## src/rtl/numberle_pkg.sv

```systemverilog
// Shared types and constants for the Numberle guessing-game controller.
package numberle_pkg;

    localparam int         DIGIT_W   = 4;
    localparam logic [3:0] BLANK     = 4'hF;
    localparam logic [3:0] LOST_CODE = 4'hE;

    typedef enum logic [2:0] {
        ST_ENTRY    = 3'd0,
        ST_COMPARE  = 3'd1,
        ST_FEEDBACK = 3'd2,
        ST_WON      = 3'd3,
        ST_LOST     = 3'd4
    } state_t;

    // Per-digit feedback triple: {guess high, equal, guess low}.
    function automatic logic [2:0] digit_cmp(input logic [DIGIT_W-1:0] guess_d,
                                             input logic [DIGIT_W-1:0] secret_d);
        return {(guess_d > secret_d), (guess_d == secret_d), (guess_d < secret_d)};
    endfunction

endpackage

```

## src/rtl/numberle_game_ctrl_if.sv

```systemverilog
// Keypad/button inputs and display/feedback outputs of the game controller.
interface numberle_game_ctrl_if #(
    parameter int NUM_DIGITS = 4
);
    logic                    key_valid;
    logic [3:0]              key_val;
    logic                    btn_next;
    logic                    btn_submit;
    logic                    btn_clear;
    logic [4*NUM_DIGITS-1:0] secret;
    logic [NUM_DIGITS-1:0]   anode;
    logic [3:0]              hex_out;
    logic                    dp;
    logic [3*NUM_DIGITS-1:0] led;
    logic [3:0]              tries_used;
    logic                    won;
    logic                    lost;

    modport master (
        output key_valid, key_val, btn_next, btn_submit, btn_clear, secret,
        input  anode, hex_out, dp, led, tries_used, won, lost
    );

    modport slave (
        input  key_valid, key_val, btn_next, btn_submit, btn_clear, secret,
        output anode, hex_out, dp, led, tries_used, won, lost
    );

endinterface

```

## src/rtl/numberle_scan_mux.sv

```systemverilog
// Display multiplexing: dwell counter, position index and active-low anode.
module numberle_scan_mux #(
    parameter int NUM_DIGITS = 4,
    parameter int SCAN_DIV   = 100000,
    localparam int IDX_W     = $clog2(NUM_DIGITS)
) (
    input  logic                  clock,
    input  logic                  reset,
    output logic [IDX_W-1:0]      idx_next,
    output logic [NUM_DIGITS-1:0] anode
);
    localparam int               CNT_W    = $clog2(SCAN_DIV);
    localparam logic [CNT_W-1:0] CNT_LAST = CNT_W'(SCAN_DIV - 1);
    localparam logic [IDX_W-1:0] IDX_LAST = IDX_W'(NUM_DIGITS - 1);

    logic [CNT_W-1:0]      cnt_r;
    logic [CNT_W-1:0]      cnt_nxt_s;
    logic [IDX_W-1:0]      idx_r;
    logic [IDX_W-1:0]      idx_nxt_s;
    logic [NUM_DIGITS-1:0] anode_r;

    // Next dwell count and position; index steps only when the dwell wraps.
    always_comb begin
        cnt_nxt_s = cnt_r;
        idx_nxt_s = idx_r;
        if (cnt_r == CNT_LAST) begin
            cnt_nxt_s = {CNT_W{1'b0}};
            if (idx_r == IDX_LAST) begin
                idx_nxt_s = {IDX_W{1'b0}};
            end else begin
                idx_nxt_s = idx_r + IDX_W'(1);
            end
        end else begin
            cnt_nxt_s = cnt_r + CNT_W'(1);
            idx_nxt_s = idx_r;
        end
    end

    // Anode is registered from the next index so it stays aligned with idx_r.
    always_ff @(posedge clock) begin
        if (reset) begin
            cnt_r   <= {CNT_W{1'b0}};
            idx_r   <= {IDX_W{1'b0}};
            anode_r <= ~NUM_DIGITS'(1);
        end else begin
            cnt_r   <= cnt_nxt_s;
            idx_r   <= idx_nxt_s;
            anode_r <= ~(NUM_DIGITS'(1) << idx_nxt_s);
        end
    end

    assign idx_next = idx_nxt_s;
    assign anode    = anode_r;

endmodule

```

## src/rtl/numberle_game_ctrl.sv

```systemverilog
// Numberle game controller: guess entry, per-digit compare, win/loss tracking
// and registered multiplexed display.
module numberle_game_ctrl #(
    parameter int NUM_DIGITS = 4,
    parameter int MAX_TRIES  = 7,
    parameter int SCAN_DIV   = 100000
) (
    input  logic                clock,
    input  logic                reset,
    numberle_game_ctrl_if.slave bus
);
    import numberle_pkg::*;

    localparam int               IDX_W    = $clog2(NUM_DIGITS);
    localparam int               LED_W    = 3 * NUM_DIGITS;
    localparam logic [3:0]       MAX_T    = 4'(MAX_TRIES);
    localparam logic [IDX_W-1:0] POS_LAST = IDX_W'(NUM_DIGITS - 1);

    state_t                              state_r, state_nxt_s;
    logic [NUM_DIGITS-1:0][DIGIT_W-1:0]  guess_r, guess_nxt_s;
    logic [NUM_DIGITS-1:0][DIGIT_W-1:0]  secret_r, secret_nxt_s;
    logic [IDX_W-1:0]                    cursor_r, cursor_nxt_s;
    logic [3:0]                          tries_r, tries_nxt_s, tries_inc_s;
    logic [LED_W-1:0]                    led_r, led_nxt_s, cmp_led_s;
    logic                                won_r, won_nxt_s, lost_r, lost_nxt_s;
    logic                                all_eq_s, has_blank_s;
    logic [IDX_W-1:0]                    scan_idx_s;
    logic [NUM_DIGITS-1:0]               anode_s;
    logic [3:0]                          hex_r, hex_nxt_s;
    logic                                dp_r, dp_nxt_s;

    numberle_scan_mux #(
        .NUM_DIGITS (NUM_DIGITS),
        .SCAN_DIV   (SCAN_DIV)
    ) u_scan (
        .clock    (clock),
        .reset    (reset),
        .idx_next (scan_idx_s),
        .anode    (anode_s)
    );

    // Digit-wise comparison of the held guess against the live secret.
    always_comb begin
        cmp_led_s   = {LED_W{1'b0}};
        all_eq_s    = 1'b1;
        has_blank_s = 1'b0;
        for (int i = 0; i < NUM_DIGITS; i++) begin
            cmp_led_s[3*i +: 3] = digit_cmp(guess_r[i], bus.secret[4*i +: 4]);
            all_eq_s    = all_eq_s & (guess_r[i] == bus.secret[4*i +: 4]);
            has_blank_s = has_blank_s | (guess_r[i] == BLANK);
        end
        tries_inc_s = tries_r + 4'd1;
    end

    // FSM state register.
    always_ff @(posedge clock) begin
        if (reset) begin
            state_r <= ST_ENTRY;
        end else begin
            state_r <= state_nxt_s;
        end
    end

    // FSM next state; btn_clear overrides everything.
    always_comb begin
        state_nxt_s = state_r;
        if (bus.btn_clear) begin
            state_nxt_s = ST_ENTRY;
        end else begin
            case (state_r)
                ST_ENTRY: begin
                    if (bus.btn_submit && !has_blank_s) begin
                        state_nxt_s = ST_COMPARE;
                    end else begin
                        state_nxt_s = ST_ENTRY;
                    end
                end
                ST_COMPARE: begin
                    if (all_eq_s) begin
                        state_nxt_s = ST_WON;
                    end else if (tries_inc_s == MAX_T) begin
                        state_nxt_s = ST_LOST;
                    end else begin
                        state_nxt_s = ST_FEEDBACK;
                    end
                end
                ST_FEEDBACK: begin
                    if (bus.btn_submit) begin
                        state_nxt_s = ST_ENTRY;
                    end else begin
                        state_nxt_s = ST_FEEDBACK;
                    end
                end
                ST_WON:  state_nxt_s = ST_WON;
                ST_LOST: state_nxt_s = ST_LOST;
                default: state_nxt_s = ST_ENTRY;
            endcase
        end
    end

    // FSM outputs: next values of the game datapath.
    always_comb begin
        guess_nxt_s  = guess_r;
        secret_nxt_s = secret_r;
        cursor_nxt_s = cursor_r;
        tries_nxt_s  = tries_r;
        led_nxt_s    = led_r;
        won_nxt_s    = won_r;
        lost_nxt_s   = lost_r;
        if (bus.btn_clear) begin
            guess_nxt_s  = {NUM_DIGITS{BLANK}};
            cursor_nxt_s = {IDX_W{1'b0}};
            tries_nxt_s  = 4'd0;
            led_nxt_s    = {LED_W{1'b0}};
            won_nxt_s    = 1'b0;
            lost_nxt_s   = 1'b0;
        end else begin
            case (state_r)
                ST_ENTRY: begin
                    // Write lands at the current cursor before it advances.
                    if (bus.key_valid && (bus.key_val <= 4'd9)) begin
                        guess_nxt_s[cursor_r] = bus.key_val;
                    end else begin
                        guess_nxt_s = guess_r;
                    end
                    if (bus.btn_next) begin
                        cursor_nxt_s = (cursor_r == POS_LAST) ? {IDX_W{1'b0}}
                                                              : cursor_r + IDX_W'(1);
                    end else begin
                        cursor_nxt_s = cursor_r;
                    end
                end
                ST_COMPARE: begin
                    tries_nxt_s  = tries_inc_s;
                    secret_nxt_s = bus.secret;
                    led_nxt_s    = all_eq_s ? {LED_W{1'b1}} : cmp_led_s;
                    won_nxt_s    = all_eq_s;
                    lost_nxt_s   = !all_eq_s && (tries_inc_s == MAX_T);
                end
                ST_FEEDBACK: begin
                    if (bus.btn_submit) begin
                        guess_nxt_s  = {NUM_DIGITS{BLANK}};
                        cursor_nxt_s = {IDX_W{1'b0}};
                    end else begin
                        guess_nxt_s  = guess_r;
                        cursor_nxt_s = cursor_r;
                    end
                end
                default: begin
                    guess_nxt_s = guess_r;
                end
            endcase
        end
    end

    // Game datapath registers.
    always_ff @(posedge clock) begin
        if (reset) begin
            guess_r  <= {NUM_DIGITS{BLANK}};
            secret_r <= {NUM_DIGITS{BLANK}};
            cursor_r <= {IDX_W{1'b0}};
            tries_r  <= 4'd0;
            led_r    <= {LED_W{1'b0}};
            won_r    <= 1'b0;
            lost_r   <= 1'b0;
        end else begin
            guess_r  <= guess_nxt_s;
            secret_r <= secret_nxt_s;
            cursor_r <= cursor_nxt_s;
            tries_r  <= tries_nxt_s;
            led_r    <= led_nxt_s;
            won_r    <= won_nxt_s;
            lost_r   <= lost_nxt_s;
        end
    end

    // Display content for the position that the anode is about to enable.
    always_comb begin
        hex_nxt_s = BLANK;
        dp_nxt_s  = 1'b1;
        case (state_r)
            ST_ENTRY, ST_COMPARE: begin
                hex_nxt_s = guess_r[scan_idx_s];
                dp_nxt_s  = (scan_idx_s == cursor_r) ? 1'b0 : 1'b1;
            end
            ST_FEEDBACK: begin
                hex_nxt_s = (scan_idx_s == {IDX_W{1'b0}}) ? (MAX_T - tries_r) : BLANK;
            end
            ST_WON:  hex_nxt_s = secret_r[scan_idx_s];
            ST_LOST: hex_nxt_s = LOST_CODE;
            default: hex_nxt_s = BLANK;
        endcase
    end

    // Display registers; reset shows a blank position 0 with the cursor dot.
    always_ff @(posedge clock) begin
        if (reset) begin
            hex_r <= BLANK;
            dp_r  <= 1'b0;
        end else begin
            hex_r <= hex_nxt_s;
            dp_r  <= dp_nxt_s;
        end
    end

    assign bus.anode      = anode_s;
    assign bus.hex_out    = hex_r;
    assign bus.dp         = dp_r;
    assign bus.led        = led_r;
    assign bus.tries_used = tries_r;
    assign bus.won        = won_r;
    assign bus.lost       = lost_r;

endmodule

```

## src/flat_wrapper.sv

```systemverilog
// flat-port wrapper written by rule: the top's interface ports become plain ports
module numberle_game_ctrl_flat import numberle_pkg::*;
#(
    parameter int NUM_DIGITS = 4,
    parameter int MAX_TRIES  = 7,
    parameter int SCAN_DIV   = 100000
)
  (clock, reset, bus_key_valid, bus_key_val, bus_btn_next, bus_btn_submit, bus_btn_clear, bus_secret, bus_anode, bus_hex_out, bus_dp, bus_led, bus_tries_used, bus_won, bus_lost);
  numberle_game_ctrl_if #(.NUM_DIGITS(NUM_DIGITS)) bus_i ();
  input  logic clock;
  input  logic reset;
  input wire logic [$bits(bus_i.key_valid)-1:0] bus_key_valid;
  input wire logic [$bits(bus_i.key_val)-1:0] bus_key_val;
  input wire logic [$bits(bus_i.btn_next)-1:0] bus_btn_next;
  input wire logic [$bits(bus_i.btn_submit)-1:0] bus_btn_submit;
  input wire logic [$bits(bus_i.btn_clear)-1:0] bus_btn_clear;
  input wire logic [$bits(bus_i.secret)-1:0] bus_secret;
  output wire logic [$bits(bus_i.anode)-1:0] bus_anode;
  output wire logic [$bits(bus_i.hex_out)-1:0] bus_hex_out;
  output wire logic [$bits(bus_i.dp)-1:0] bus_dp;
  output wire logic [$bits(bus_i.led)-1:0] bus_led;
  output wire logic [$bits(bus_i.tries_used)-1:0] bus_tries_used;
  output wire logic [$bits(bus_i.won)-1:0] bus_won;
  output wire logic [$bits(bus_i.lost)-1:0] bus_lost;
  assign bus_i.key_valid = bus_key_valid;
  assign bus_i.key_val = bus_key_val;
  assign bus_i.btn_next = bus_btn_next;
  assign bus_i.btn_submit = bus_btn_submit;
  assign bus_i.btn_clear = bus_btn_clear;
  assign bus_i.secret = bus_secret;
  assign bus_anode = bus_i.anode;
  assign bus_hex_out = bus_i.hex_out;
  assign bus_dp = bus_i.dp;
  assign bus_led = bus_i.led;
  assign bus_tries_used = bus_i.tries_used;
  assign bus_won = bus_i.won;
  assign bus_lost = bus_i.lost;
  numberle_game_ctrl #(.NUM_DIGITS(NUM_DIGITS), .MAX_TRIES(MAX_TRIES), .SCAN_DIV(SCAN_DIV)) u_core (.clock(clock), .reset(reset), .bus(bus_i));
endmodule
```

## config.mk

```make
export PLATFORM = sky130hd
export DESIGN_NAME = numberle_game_ctrl_flat
export DESIGN_NICKNAME = d
export VERILOG_FILES = /design/src/rtl/numberle_pkg.sv /design/src/rtl/numberle_game_ctrl_if.sv /design/src/rtl/numberle_scan_mux.sv /design/src/rtl/numberle_game_ctrl.sv /design/src/flat_wrapper.sv
export SDC_FILE = /design/constraint.sdc
export NUM_CORES = 1
export LEC_CHECK = 0
export ABC_AREA = 0
export CORE_MARGIN = 2
export CORE_UTILIZATION = 30
export DETAILED_ROUTE_END_ITERATION = 6
export PLACE_DENSITY = 0.56
export RECOVER_POWER = 25
export SYNTH_ARGS = -nofsm -noshare
export SYNTH_HDL_FRONTEND = slang
export SYNTH_SLANG_ARGS = --single-unit
export TNS_END_PERCENT = 10
```

## constraint.sdc

```tcl
create_clock -name clock -period 3.2 [get_ports clock]
set_clock_uncertainty 0.2 [all_clocks]
set_input_delay 0.48 -clock clock [delete_from_list [all_inputs] [get_ports clock]]
set_output_delay 0.48 -clock clock [all_outputs]
set_load 0.02 [all_outputs]
```

**After elaboration in Yosys (flattened, before gate mapping)**

Cells that the tools add are included.

- $add $sub $neg: 5
- Order comparisons: 12
- Equality and inequality tests: 20
- Shifts and indexed selects: 1
- Muxes and demuxes: 26
- Bitwise operators: 8
- Reductions and logical operators: 15

Operator list:

| operator | count |
|---|---|
| two-way mux 16 bit | 2 |
| one-hot mux 16 bit (2 select lines) | 1 |
| adder 17 x 1 -> 17 bit (second input constant) | 1 |
| == test 17 bit (second input constant) | 1 |
| binary-select mux 4 bit (select 2 bit) | 2 |
| bitwise mux 16 bit | 1 |
| == test 4 bit | 4 |
| == test 4 bit (second input constant) | 4 |
| greater-than comparator 4 bit | 4 |
| < comparator 4 bit | 4 |
| two-way mux 4 bit | 4 |
| one-hot mux 4 bit (4 select lines) | 1 |
| one-hot mux 3 bit (5 select lines) | 1 |
| two-way mux 12 bit | 1 |
| two-way mux 2 bit | 6 |
| demux 4 bit (select 2 bit) | 1 |
| == test 3 x 2 -> 1 bit (second input constant) | 2 |
| < comparator 2 x 3 -> 1 bit (second input constant) | 2 |
| two-way mux 3 bit | 2 |
| AND reduction 3 bit | 2 |
| OR reduction 2 bit | 3 |
| adder 2 x 1 -> 2 bit (second input constant) | 2 |
| adder 4 x 1 -> 4 bit (second input constant) | 1 |
| == test 2 bit (second input constant) | 2 |
| other kinds (22) | 33 |

- Flip-flop bits (word level): 83
- Input port bits: 26
- Output and inout bits: 27
- Word-level logic and storage cells: 106

**Longest topological paths before layout**

- Word-level depth: 8
- Mapped depth: 9
- Mapped depth without buffers: 8

**Modules after synthesis**

A second synthesis with hierarchy kept.

- Cell total of the unflattened synthesis: 445
- Area, all modules: 4161.5 µm²

By module, submodules not included:

| module | times used | cells each | area an instance (µm²) |
|---|---|---|---|
| numberle_game_ctrl | 1 | 329 | 3121.7 |
| numberle_scan_mux | 1 | 116 | 1039.7 |

**Worst setup path before layout**

No wires, ideal clock.

- Path type: reg-to-reg
- Start: register u_core.u_scan.cnt_r[0]
- End: register u_core.hex_r[0] (netlist: u_core.bus.hex_out[0])
- Setup time: 120 ps
- Arrival: 1986 ps
- Required time: 2880 ps
- Slack: 895 ps
- Cell stages (with the launch flop): 7
- Period minus slack after synthesis: 2305 ps
- Cells stage by stage: dfxtp_1 ha_1 and4_4 nand4_2 mux2_4 mux4_2 a211o_1

- Cells in the longest elaborated chain, start to end: 5

Ends and longest elaborated chain:

| item | RTL line | source |
|---|---|---|
| start: declaration | numberle_scan_mux.sv:16 | `logic [CNT_W-1:0] cnt_r;` |
| start signal: assignment | numberle_scan_mux.sv:42 | `cnt_r <= {CNT_W{1'b0}};` |
| start signal: assignment | numberle_scan_mux.sv:46 | `cnt_r <= cnt_nxt_s;` |
| == test 17 bit * | numberle_scan_mux.sv:26 | `if (cnt_r == CNT_LAST) begin` |
| two-way mux 2 bit * | numberle_scan_mux.sv:26 |  |
| binary-select mux 4 bit (select 2 bit) (tied with other cells) | numberle_game_ctrl.sv:189 | `ST_WON: hex_nxt_s = secret_r[scan_idx_s];` |
| two-way mux 4 bit (on tied branches) | numberle_game_ctrl.sv:189, numberle_game_ctrl.sv:183, numberle_game_ctrl.sv:187 |  |
| one-hot mux 4 bit (4 select lines) * | numberle_game_ctrl.sv:181 | `case (state_r)` |
| end signal: assignment | numberle_game_ctrl.sv:201 | `hex_r <= hex_nxt_s;` |
| end: declaration | numberle_game_ctrl.sv:29 | `logic [3:0] hex_r, hex_nxt_s;` |

Every way passes the cells marked *; elsewhere a longest branch is shown, timed or not. The select of a mux whose other input is x is not followed.
A chain may end at the register's enable or synchronous reset.

**Final worst setup path**

- Start: input bus_secret[10]
- End: register u_core.state_r[2]

- Cells in the longest elaborated chain, start to end: 5

Ends and longest elaborated chain:

| item | RTL line | source |
|---|---|---|
| start: declaration | flat_wrapper.sv:17 | `input wire logic [$bits(bus_i.secret)-1:0] bus_secret;` |
| == test 4 bit | numberle_game_ctrl.sv:49 | `all_eq_s = all_eq_s & (guess_r[i] == bus.secret[4*i +: 4]);` |
| bitwise AND 1 bit (2 in series) | numberle_game_ctrl.sv:49 |  |
| two-way mux 3 bit | numberle_game_ctrl.sv:79 | `if (all_eq_s) begin` |
| one-hot mux 3 bit (5 select lines) | numberle_game_ctrl.sv:70 | `case (state_r)` |
| end signal: assignment | numberle_game_ctrl.sv:60 | `state_r <= state_nxt_s;` |
| end: declaration | numberle_game_ctrl.sv:19 | `state_t state_r, state_nxt_s;` |

Every way passes these cells.

==> flow_metrics.tcl <==
set metrics [dict create \
    antenna_found_initial 0 \
    grt_max_degree 33 \
    hold-worst-slack_ns 0.261 \
    drive_gt1_frac 0.0667 \
    cap_violations 0 \
    synth-edff-count 0 \
    cp.required_ns 3.23 \
    tns_ns 0 \
    io_buffers 52 \
    die_x_um 120 \
    clockRootBuffer "clkbuf_16" \
    rsz0062_at_grt "false" \
    cts_setup_buffers 0 \
    startpoint "bus_secret[10]" \
    overflow 0 \
    ioPinCount 53 \
    synthCells 459 \
    cts.path.max_buffers 2 \
    powerDensity_nw_per_um2 422 \
    arrival_ns 2.71 \
    rows 42 \
    h-tree-depth 3 \
    slew_viol_final 0 \
    fmax_mhz 374 \
    fin_crit_ns 2.68 \
    grt_usage 0.150 \
    place_congestion 0.826 \
    reg2reg_from "u_core.u_scan.cnt_r[0]" \
    grt_pass1_vias 3146 \
    place_inst 671 \
    grt_pass1_wl_um 16500 \
    numCtsBuffers 9 \
    ys_warn_count 0 \
    core-area_sq_um 13100 \
    first_pass_iters 4 \
    min_period_over_period 0.837 \
    hp-class "register to register" \
    nets 556 \
    cp_max_fo 7 \
    reg2reg_slack_ns 0.60 \
    cp-start-kind "input pin" \
    start_util 0.305 \
    worst_pin_slew_ns 0.872 \
    synth-async-reset-ratio 0 \
    die_area_sq_um 14300 \
    slew_headroom 0.418 \
    ir_drop_v 0.000222 \
    cts_hold_buf 0 \
    outcome "finished, final reports clean" \
    die_h_um 120 \
    ant_nets 0 \
    cts_tree "done" \
    diodes 0 \
    dp_hpwl_um 7780 \
    fin_cells 686 \
    avgViaCountPerCell 4.85 \
    endpoint "u_core.state_r[2]" \
    cts_sinks 83 \
    ff2ff_path_depth 8 \
    netlist_area_sq_um 4010 \
    syn_avg_cell_area_sq_um 8.73 \
    syn-num-nets 509 \
    worstSkewPairLatency_ns 0.34 \
    yosys_most_used_dff "dfxtp_1" \
    ys_ff_latch 83 \
    post_cts_resized 0 \
    cts.clk_slew.worst_paths_ns 0.06 \
    area_delta_synth_final_pct 24.1 \
    yosysSeqAreaShare 0.414 \
    drc 0 \
    synth.distinct_cells 46 \
    critPathKind "input pin to register" \
    setup_viol 0 \
    hold_violations 0 \
    drt_wl_total_um 10200 \
    drt_iter0_drc 210 \
    r2r_end "u_core.bus.hex_out[2]" \
    wl_per_cell_um 14.9 \
    power_leakage_nw 1.94 \
    num_vias 3328 \
    endpoint_kind "register" \
]
## sequential cells by signal, summed over array words and instances, names as in the netlist, 3 cells and up
| name | flops |
|---|---|
| u_core.bus.hex_out | 4 |
| u_core.bus.tries_used | 4 |
| u_core.state_r | 3 |
| u_core.bus.led | 12 |
| u_core.guess_r | 16 |
| u_core.u_scan.anode | 4 |
| u_core.secret_r | 16 |
| u_core.u_scan.cnt_r | 17 |
## cells by family (layout without fill, tap and decap cells)
group | Yosys count | in the layout | synth area share
AO/OA/AOI/OAI | 89 | 89 | 0.140
XOR/XNOR | 19 | 19 | 0.0415
adder cells (fa/ha/maj) | 24 | 24 | 0.0749
buffers and inverters | 44 | 95 | 0.0424
flip-flops | 83 | 83 | 0.414
multiplexers | 15 | 15 | 0.0527
AND/OR/NAND/NOR | 185 | 185 | 0.234
## synth_stat cells (15+ instances only)
cell type | count | area (sq um)
a211o_1 | 19 | 166
a21oi_1 | 16 | 80.1
ha_1 | 24 | 300
nor2_1 | 69 | 259
nand4_1 | 15 | 93.8
clkbuf_1 | 17 | 63.8
inv_1 | 22 | 82.6
dfxtp_1 | 83 | 1660
nor2b_1 | 21 | 131
nor3_1 | 20 | 100
o21ai_0 | 34 | 170
nand2_1 | 27 | 101
## cell usage in the layout, fill, tap and decap left out, types with 7 or more instances in the layout
| master | count |
|---|---|
| nor2b_1 | 21 |
| clkbuf_16 | 9 |
| a31oi_1 | 7 |
| nand2_1 | 27 |
| dfxtp_1 | 83 |
| nand4_1 | 15 |
| ha_1 | 24 |
| xor2_1 | 9 |
| o21ai_0 | 34 |
| mux2i_1 | 7 |
| a21oi_1 | 16 |
| a211o_1 | 19 |
| xnor2_1 | 10 |
| dlygate4sd3_1 | 19 |
| inv_1 | 22 |
| nor2_1 | 68 |
| nor3_1 | 20 |
| clkdlybuf4s50_1 | 33 |
## worst min path at each step
stage                      startpoint                     end  slack (ns)  depth (start not counted)
6_report       u_core.u_scan.cnt_r[0]  u_core.u_scan.cnt_r[0]        0.26                          1
5_1_grt        u_core.u_scan.cnt_r[0]  u_core.u_scan.cnt_r[0]        0.30                          1
4_1_cts        u_core.u_scan.cnt_r[0]  u_core.u_scan.cnt_r[0]        0.26                          1
3_5_place_dp   u_core.u_scan.cnt_r[0]  u_core.u_scan.cnt_r[0]        0.25                          1
3_3_place_gp   u_core.u_scan.cnt_r[0]  u_core.u_scan.cnt_r[0]        0.24                          1
2_1_floorplan  u_core.u_scan.cnt_r[0]  u_core.u_scan.cnt_r[0]        0.23                          1
## stage by stage
step                setup WS (ns)  power (mW)  area, sq um  utilization
floorplan                   0.895        1.13         4010            -
global placement            0.284        1.19         4710        0.359
detailed placement          0.198        1.19         4710        0.359
CTS                         0.557        2.14         4980        0.379
global route                0.430        2.20         4980        0.379
finish                      0.523        2.10         4980        0.379
## worst max-delay path, cell delays in order
cell	delay, ns
clkdlybuf4s50_1	0.49
inv_1	0.06
ha_1	0.30
nand4_1	0.25
or4_1	0.74
nand2_1	0.12
a21oi_1	0.07
a21oi_1	0.15
nor2b_1	0.06
## power by group
group          total (mW)  switching, mW  internal (mW)
clock network       0.928          0.387          0.542
logic               0.124         0.0655         0.0584
registers            1.05        0.00663           1.04
total                2.10          0.459           1.64
## layout make-up
class	count	area [sq um]
well taps	176	220
repair buffers	58	566
clock buffers	13	250
fillers	1362	8160
inverters	22	82.6
flip-flops and latches	83	1660
clock inverters	2	12.5
multi-input cells	332	2180
## routing by layer
| layer | share of wire | GRT usage | vias to the layer above | wire length [um] |
|---|---|---|---|---|
| met5 | 0 | 0 | - | 0 |
| met4 | 0.022 | 0.0544 | 0 | 221 |
| met3 | 0.049 | 0.0471 | 15 | 495 |
| met2 | 0.47 | 0.236 | 65 | 4820 |
| met1 | 0.46 | 0.195 | 1551 | 4670 |
| li1 | - | - | 1697 | - |
Power figures use the tool's default switching activity.
